**config.mk**
```make
export PLATFORM = sky130hd
export DESIGN_NAME = wsn_rx_deframer_flat
export DESIGN_NICKNAME = d
export VERILOG_FILES = /design/src/rtl/wsn_rx_deframer_if.sv /design/src/rtl/wsn_rx_deframer.sv /design/src/flat_wrapper.sv
export SDC_FILE = /design/constraint.sdc
export NUM_CORES = 1
export LEC_CHECK = 0
export ABC_CLOCK_PERIOD_IN_PS = 2000
export BUFFER_PORTS_ARGS = -buffer_cell sky130_fd_sc_hd__buf_2
export CAP_MARGIN = 20
export CORE_MARGIN = 2
export CORE_UTILIZATION = 43
export DETAILED_ROUTE_END_ITERATION = 12
export GPL_ROUTABILITY_DRIVEN = 0
export PLACE_DENSITY_LB_ADDON = 0.25
export SLEW_MARGIN = 20
export SYNTH_ARGS = -nofsm -noshare
export SYNTH_HDL_FRONTEND = slang
export SYNTH_SLANG_ARGS = --single-unit
```
**constraint.sdc**
```tcl
create_clock -name clk -period 2 [get_ports clk]
set_input_delay 0.1 -clock clk [delete_from_list [all_inputs] [get_ports clk]]
set_output_delay 0.1 -clock clk [all_outputs]
set_load 0.02 [all_outputs]
```
**src/rtl/wsn_rx_deframer_if.sv**
```systemverilog
// Byte stream from the radio deframer to the CPU-side peripheral logic.
// A byte transfers on a clock edge where data_valid & data_ready are both high.
// data_out holds its value while data_valid is high and not accepted, unless a
// newer byte overwrites it.
interface wsn_rx_deframer_if;
  logic [7:0] data_out;
  logic       data_valid;
  logic       data_ready;

  modport master (output data_out, output data_valid, input data_ready);
  modport slave  (input data_out, input data_valid, output data_ready);
endinterface

```
**src/rtl/wsn_rx_deframer.sv**
```systemverilog
// Radio link receive deframer: recovers bit timing, hunts for the sync word,
// then extracts the length, payload and CRC-8 bytes of each frame.
module wsn_rx_deframer #(
  parameter int          BIT_PER   = 16,
  parameter logic [15:0] SYNC_WORD = 16'hD391,
  parameter int          MAX_LEN   = 64
) (
  input  logic               clk,
  input  logic               reset,
  input  logic               en,
  input  logic               antena_in,
  wsn_rx_deframer_if.master  rx_bus,
  output logic               frame_start,
  output logic               frame_done,
  output logic               crc_ok,
  output logic               len_err,
  output logic               overrun,
  output logic [1:0]         state_dbg
);

  localparam int            PW       = $clog2(BIT_PER);
  localparam logic [PW-1:0] PH_LAST  = PW'(BIT_PER - 1);
  localparam logic [PW-1:0] PH_SAMP  = PW'(BIT_PER / 2 - 1);
  localparam logic [7:0]    MAX_LEN8 = 8'(MAX_LEN);

  typedef enum logic [1:0] {S_HUNT = 2'd0, S_LEN = 2'd1, S_PAYLOAD = 2'd2, S_CRC = 2'd3} state_t;
  state_t state, state_nxt;

  logic          rx_m, rx_s, rx_d;
  logic [PW-1:0] phase;
  logic [15:0]   sr;
  logic [2:0]    bit_cnt;
  logic [7:0]    len, byte_cnt, crc;

  logic          bit_ev, byte_done;
  logic [15:0]   sr_shift;
  logic [7:0]    rx_byte;
  logic          sync_hit, len_bad, len_good, load_byte, crc_done;

  function automatic logic [7:0] crc8_step(input logic [7:0] c, input logic [7:0] d);
    logic [7:0] r;
    r = c ^ d;
    for (int i = 0; i < 8; i++) r = r[7] ? ({r[6:0], 1'b0} ^ 8'h07) : {r[6:0], 1'b0};
    return r;
  endfunction

  always_ff @(posedge clk or posedge reset) begin
    if (reset) begin
      rx_m <= 1'b0;
      rx_s <= 1'b0;
      rx_d <= 1'b0;
    end else begin
      rx_m <= antena_in;
      rx_s <= rx_m;
      rx_d <= rx_s;
    end
  end

  // Edges on the synchronised line re-centre the sampling point.
  always_ff @(posedge clk or posedge reset) begin
    if (reset) phase <= '0;
    else if (!en || (rx_s != rx_d) || (phase == PH_LAST)) phase <= '0;
    else phase <= phase + 1'b1;
  end

  assign bit_ev    = en && (phase == PH_SAMP);
  assign sr_shift  = {sr[14:0], rx_s};
  assign rx_byte   = sr_shift[7:0];
  assign byte_done = bit_ev && (bit_cnt == 3'd7);
  assign state_dbg = state;

  always_ff @(posedge clk or posedge reset) begin
    if (reset) state <= S_HUNT;
    else       state <= state_nxt;
  end

  always_comb begin
    state_nxt = state;
    if (!en) state_nxt = S_HUNT;
    else begin
      case (state)
        S_HUNT:    if (bit_ev && (sr_shift == SYNC_WORD)) state_nxt = S_LEN;
        S_LEN:     if (byte_done) state_nxt = ((rx_byte == 8'd0) || (rx_byte > MAX_LEN8)) ? S_HUNT : S_PAYLOAD;
        S_PAYLOAD: if (byte_done && ((byte_cnt + 8'd1) == len)) state_nxt = S_CRC;
        S_CRC:     if (byte_done) state_nxt = S_HUNT;
        default:   state_nxt = S_HUNT;
      endcase
    end
  end

  always_comb begin
    sync_hit  = 1'b0;
    len_bad   = 1'b0;
    len_good  = 1'b0;
    load_byte = 1'b0;
    crc_done  = 1'b0;
    case (state)
      S_HUNT:    sync_hit  = bit_ev && (sr_shift == SYNC_WORD);
      S_LEN: begin
        len_bad  = byte_done && ((rx_byte == 8'd0) || (rx_byte > MAX_LEN8));
        len_good = byte_done && !((rx_byte == 8'd0) || (rx_byte > MAX_LEN8));
      end
      S_PAYLOAD: load_byte = byte_done;
      S_CRC:     crc_done  = byte_done;
      default:   ;
    endcase
  end

  always_ff @(posedge clk or posedge reset) begin
    if (reset) begin
      sr       <= '0;
      bit_cnt  <= '0;
      len      <= '0;
      byte_cnt <= '0;
      crc      <= '0;
      crc_ok   <= 1'b0;
    end else if (!en) begin
      sr      <= '0;
      bit_cnt <= '0;
    end else begin
      if (len_bad || crc_done) sr <= '0;
      else if (bit_ev)         sr <= sr_shift;
      // The bit counter only runs inside a frame; it wraps naturally every byte.
      if (state == S_HUNT) bit_cnt <= '0;
      else if (bit_ev)     bit_cnt <= bit_cnt + 3'd1;
      if (sync_hit) begin
        crc      <= 8'h00;
        crc_ok   <= 1'b0;
        byte_cnt <= '0;
      end
      if (len_good || len_bad) begin
        len <= rx_byte;
        crc <= crc8_step(crc, rx_byte);
      end
      if (load_byte) begin
        crc      <= crc8_step(crc, rx_byte);
        byte_cnt <= byte_cnt + 8'd1;
      end
      if (crc_done) crc_ok <= (rx_byte == crc);
    end
  end

  always_ff @(posedge clk or posedge reset) begin
    if (reset) begin
      frame_start <= 1'b0;
      frame_done  <= 1'b0;
      len_err     <= 1'b0;
    end else begin
      frame_start <= sync_hit;
      frame_done  <= crc_done;
      len_err     <= len_bad;
    end
  end

  // A new byte always wins over an acceptance in the same cycle.
  always_ff @(posedge clk or posedge reset) begin
    if (reset) begin
      rx_bus.data_out   <= '0;
      rx_bus.data_valid <= 1'b0;
      overrun           <= 1'b0;
    end else begin
      if (load_byte) begin
        rx_bus.data_out   <= rx_byte;
        rx_bus.data_valid <= 1'b1;
      end else if (rx_bus.data_valid && rx_bus.data_ready) begin
        rx_bus.data_valid <= 1'b0;
      end
      if (!en) overrun <= 1'b0;
      else if (load_byte && rx_bus.data_valid && !rx_bus.data_ready) overrun <= 1'b1;
    end
  end

endmodule

```
**src/flat_wrapper.sv**
```systemverilog
// flat-port wrapper written by rule: the top's interface ports become plain ports
module wsn_rx_deframer_flat 
#(
  parameter int          BIT_PER   = 16,
  parameter logic [15:0] SYNC_WORD = 16'hD391,
  parameter int          MAX_LEN   = 64
)
  (clk, reset, en, antena_in, frame_start, frame_done, crc_ok, len_err, overrun, state_dbg, rx_bus_data_out, rx_bus_data_valid, rx_bus_data_ready);
  wsn_rx_deframer_if rx_bus_i ();
  input  logic clk;
  input  logic reset;
  input  logic en;
  input  logic antena_in;
  output logic frame_start;
  output logic frame_done;
  output logic crc_ok;
  output logic len_err;
  output logic overrun;
  output logic [1:0] state_dbg;
  output wire logic [$bits(rx_bus_i.data_out)-1:0] rx_bus_data_out;
  output wire logic [$bits(rx_bus_i.data_valid)-1:0] rx_bus_data_valid;
  input wire logic [$bits(rx_bus_i.data_ready)-1:0] rx_bus_data_ready;
  assign rx_bus_data_out = rx_bus_i.data_out;
  assign rx_bus_data_valid = rx_bus_i.data_valid;
  assign rx_bus_i.data_ready = rx_bus_data_ready;
  wsn_rx_deframer #(.BIT_PER(BIT_PER), .SYNC_WORD(SYNC_WORD), .MAX_LEN(MAX_LEN)) u_core (.clk(clk), .reset(reset), .en(en), .antena_in(antena_in), .rx_bus(rx_bus_i), .frame_start(frame_start), .frame_done(frame_done), .crc_ok(crc_ok), .len_err(len_err), .overrun(overrun), .state_dbg(state_dbg));
endmodule
```
# Word-level counts from Yosys, hierarchy flattened
# Index checks and enable logic that the tools add are counted.
[word_totals]
ff_bits = 65
output_inout_bits = 16
[op_classes]
n_addsub = 3
magnitude_cmp = 1
n_reduce_logical = 28
n_eq_ne = 17
n_mux = 37
n_bitwise = 9
[op_table]
columns = ["operator", "count"]
rows = [
  ["$mux 15", 3],
  ["$mux 3", 11],
  ["$mux 8", 4],
  ["$not 3->3", 8],
  ["$eq 16x16->1 const B", 1],
  ["$eq 8x8->1", 2],
  ["$mux 2", 6],
  ["$ne 3x2->1 const B", 4],
  ["$mux 1", 11],
  ["$logic_and 1x1->1", 9],
  ["$add 8x1->8 const B", 1],
  ["$gt 8x7->1 const B", 1],
  ["$logic_not 8->1", 1],
  ["$pmux 2 s4", 1],
  ["$reduce_and 2->1", 4],
  ["$xor 8x8->8", 1],
  ["$ne 3x1->1 const B", 2],
  ["$reduce_bool 2->1", 3],
  ["$logic_or 1x1->1", 5],
  ["$add 4x1->4 const B", 1],
  ["$eq 2x2->1 const B", 2],
  ["$eq 4x3->1 const B", 1],
  ["$eq 4x4->1 const B", 1],
  ["$mux 4", 1],
  ["other kinds (9)", 11],
]

# Logic depth before layout (Yosys ltp)
[logic_depth]
ltp_word = 19
mapped_depth = 9
ltp_nobuf = 7

# Worst setup path after synthesis
# OpenSTA, ideal clock, no wires.
[synth_path]
path_kind = "register to register"
start = "register u_core.phase[0]"
end = "register u_core.rx_bus.data_out[0]"
slack_ps = 89
required_time_ps = 1875
setup_ps = 125
period_less_slack_ps = 1911
path_stages_with_launch = 8
path_buffers = 2
arrival_time_ps = 1786
cell_sequence = "dfrtp_1 ha_1 and4b_1 and2_1 buf_4 nand3b_4 buf_2 mux2_2"
[synth_between]
elab_chain_len = 4
[synth_rtl]
columns = ["element", "line_no", "rtl"]
rows = [
  ["from (decl)", "wsn_rx_deframer.sv:30", "logic [PW-1:0] phase;"],
  ["from (signal assigned)", "wsn_rx_deframer.sv:63", "else phase <= phase + 1'b1;"],
  ["$eq 4x3->1", "wsn_rx_deframer.sv:66", "assign bit_ev = en && (phase == PH_SAMP);"],
  ["$logic_and 1x1->1", "wsn_rx_deframer.sv:66", ""],
  ["$logic_and 1x1->1", "wsn_rx_deframer.sv:69", "assign byte_done = bit_ev && (bit_cnt == 3'd7);"],
  ["$mux 1", "wsn_rx_deframer.sv:97", "case (state)"],
  ["to (signal assigned)", "wsn_rx_deframer.sv:163", "rx_bus.data_out <= rx_byte;"],
  ["to (decl)", "wsn_rx_deframer_if.sv:10", "modport master (output data_out, output data_valid, input data_ready);"],
]
# Every way passes these cells.
# A chain may end at the register's enable or synchronous reset.

# Worst setup path after layout
[layout_path]
start = "register u_core.phase[0]"
end = "register u_core.crc[2]"
[layout_between]
word_cells_on_any_way = 15
cone_classes = "eq/ne (1); mux (6); reduce/logical (8)"
[layout_lines]
columns = ["element", "line_no", "rtl"]
rows = [
  ["$eq 4x3->1", "wsn_rx_deframer.sv:66", ""],
  ["$logic_and 1x1->1", "wsn_rx_deframer.sv:66", ""],
  ["$logic_and 1x1->1", "wsn_rx_deframer.sv:98", "S_HUNT: sync_hit = bit_ev && (sr_shift == SYNC_WORD);"],
  ["$mux 1", "wsn_rx_deframer.sv:97", ""],
  ["via u_core.sync_hit", "wsn_rx_deframer.sv:38", "logic sync_hit, len_bad, len_good, load_byte, crc_done;"],
  ["$reduce_bool 3->1 (no line)", "--", ""],
  ["$reduce_and 2->1 (no line)", "--", ""],
  ["to (signal assigned)", "wsn_rx_deframer.sv:133", "crc <= crc8_step(crc, rx_byte);"],
  ["to (signal assigned)", "wsn_rx_deframer.sv:136", "crc <= crc8_step(crc, rx_byte);"],
  ["to (decl)", "wsn_rx_deframer.sv:33", "logic [7:0] len, byte_cnt, crc;"],
]
# The timed path passes the listed nets, and every way through them passes these cells.

==> flow_summary.yaml <==
floorplanning:
  core_mm2: 0.00769
  rows: 32
  ios: 21
  die_area_mm2: 0.00861
  die_w_um: 92.8
  start_util: 0.441
  dieHeight_um: 92.8
logic_synthesis:
  syn_area_per_cell_um2: 10.9
  yosysMostFrequentCell: "dfrtp_1"
  synth_seq_cells: 65
  synth_top_cell_area_share: 0.480
  synth-edff-count: 0
  ys_top_cells_by_area: "dfrtp_1 (48%), xnor2_1 (6.7%), mux2_2 (4.6%)"
  ys_seq_area_frac: 0.480
  syn_inst: 311
  synth_area_mm2: 0.00339
  yosys.area.top_type: "dfrtp_1"
  synth_ff_type: "dfrtp_1"
  yosysWarningCount: 0
  syn-num-nets: 323
  async_flop_share: 1.00
  synth_cell_types: 54
  synth_common_cells: "dfrtp_1 (65), nand2_1 (40), xnor2_1 (26), a21oi_1 (20), o21ai_0 (20)"
setup_path:
  required_ns: 2.23
  cp-startpoint: "u_core.phase[0]$_DFF_PP0_"
  endpoint_kind: "flip-flop"
  cp.arrival_ns: 2.13
  rrSetupSlack_ns: 0.10
  r2r_start: "u_core.phase[0]$_DFF_PP0_"
  startpoint_type: "flip-flop"
  r2r_end: "u_core.crc[2]$_DFFE_PP0P_"
  reg2reg_depth: 8
  crit_fanout: 10
  worstSetupPathType: "flip-flop to flip-flop"
  critPathCapture: "u_core.crc[2]$_DFFE_PP0P_"
sta:
  max_freq_ghz: 0.527
  slew_violations: 0
  finClkSkew_ns: 0.00690
  setup_viol: 0
  hold_viol: 0
  period_minus_slack_ns: 1.90
  worst_pin_slew_ns: 0.623
  fin_crit_sh: 0.949
  finalSetupTns_ns: 0
  rsz0062_at_grt: "yes"
  relSlewSlack: 0.584
  final.setup.worst_slack_ns: 0.102
layout:
  num_antenna_cells: 0
  drive_above_1_share: 0.269
  area_delta_synth_final_pct: 17.7
  finalNetCount: 368
  n_fill_cell: 698
  fin_cells: 462
  fin_area_mm2: 0.00399
grt:
  gr-usage-all-layers: 0.180
  grt_remaining_overflow: 0
  grt_pass1_vias: 2440
  grt_pass1_wl_um: 11900
  antenna_found_initial: 0
  grt_max_degree: 28
clock_tree:
  numCtsBuffers: 9
  clock-root-buffer: "clkbuf_8"
  clk_path_buf_depth: 2
  clock_latency_ns: 0.34
  clk_pin_slew_ns: 0.07
  h-tree-depth: 3
  cts_sinks: 65
  cts_tree: "done"
detailed_routing:
  vias: 2369
  wl_per_cell_um: 15.2
  totalWireLength_um: 7010
  drt_drc_violations_left: 0
  drtIter0Drc: 89
  viasPerCell: 5.13
  drt_first_pass_iters: 4
  ant_nets: 0
run_status:
  status: "complete, no violations"
power_and_ir_drop:
  leakagePower_uw: 0.00194
  power_density_mw_per_mm2: 650
  vdd_drop_max_uv: 449
  finalPower_uw: 2600
place:
  placed_cell_area_mm2: 0.00372
  post-place-ws_ns: 0.0192
  numPlacedInstances: 443
  hpwl_um: 5090
  io_buffer_count: 20
worst_hold_path:
  min_path_type: "primary input to flip-flop"
flow_run:
  drv_cap: 0
-- per-stage QoR --
| stage | util | hold WS, ns |
|---|---|---|
| 2_1_floorplan | - | 0.131 |
| 3_3_place_gp | 0.483 | 0.208 |
| 3_5_place_dp | 0.483 | 0.210 |
| 4_1_cts | 0.515 | 0.202 |
| 5_1_grt | 0.519 | 0.229 |
| 6_report | 0.519 | 0.213 |
-- sequential cells by signal (all words and copies together), names as in the netlist --
name	flops
u_core.crc	8
u_core.frame_start	1
u_core.len_err	1
u_core.len	8
u_core.crc_ok	1
u_core.byte_cnt	8
u_core.rx_bus.data_valid	1
u_core.overrun	1
u_core.rx_m	1
u_core.sr	15
u_core.bit_cnt	3
u_core.rx_s	1
u_core.rx_bus.data_out	8
u_core.state_dbg	2
u_core.phase	4
u_core.frame_done	1
u_core.rx_d	1
-- worst max-delay path, stage by stage (launching register included) --
cell	delay, ns
dfrtp_1	0.37
ha_1	0.18
and4b_1	0.23
buf_6	0.16
nand4_4	0.11
nor4_4	0.24
a21oi_1	0.12
a31o_1	0.22
a21o_1	0.17
-- per-layer routing --
metal | track usage | wire (µm) | vias to the layer above
met5 | 0 | 0 | -
met1 | 0.232 | 3300 | 1174
met2 | 0.293 | 3390 | 31
li1 | - | - | 1157
met4 | 0.0576 | 63 | 0
met3 | 0.0513 | 266 | 7
-- how the worst min path moves through the flow --
stage	from	end	depth (start not counted)
3_5_place_dp	antena_in	u_core.rx_m$_DFF_PP0_	1
5_1_grt	en	u_core.overrun$_DFFE_PP0P_	3
6_report	en	u_core.overrun$_DFFE_PP0P_	3
2_1_floorplan	antena_in	u_core.rx_m$_DFF_PP0_	0
4_1_cts	en	u_core.overrun$_DFFE_PP0P_	3
3_3_place_gp	antena_in	u_core.rx_m$_DFF_PP0_	1
-- repair_timing --
action                                  CTS  global route
hold buffers                              3             0
pin swaps                                 0             2
endpoints found under the hold margin    27             0
resized for setup                         1             9
cloned                                    0             0
setup buffers                             0             1
endpoints found under the setup margin    1            21
-- report_power, final --
part	internal (µW)	total [µW]	switching [µW]
Sequential	1320	1320	3.28
Clock	728	1190	463
Combinational	27.8	81.9	54.2
Total	2080	2600	521
-- kinds of logic (layout without fill, tap and decap cells) --
group,Yosys count,in the layout,synth area share
AOI/OAI and AO/OA,56,56,0.0956
xor gates and xnor gates,38,38,0.110
adders and majority gates,7,7,0.0258
buffers and inverters,23,72,0.0428
DFF,65,65,0.480
muxes,17,17,0.0561
and+or+nand+nor,105,105,0.190
-- final cells by class --
type	instances	area, µm²	area share
Multi-Input combinational cell	223	1640	0.412
Sequential cell	65	1630	0.407
Timing Repair Buffer	49	354	0.0887
Clock buffer	12	145	0.0364
Tap cell	102	128	0.0320
Clock inverter	3	65.1	0.0163
Inverter	8	30.0	0.00752
-- placed cells by master (no fill, tap or decap), types with 4 or more instances in the layout --
cell type and n:
a21oi_1 20, buf_2 20, buf_4 23, clkbuf_8 10, dfrtp_1 65, ha_1 6
inv_1 7, mux2_2 14, nand2_1 39, nand3_1 12, nor2_1 14, nor2b_1 6
o21ai_0 17, o21ai_1 4, o31ai_1 6, xnor2_1 26, xor2_1 8
(Power assumes the default switching activity.)
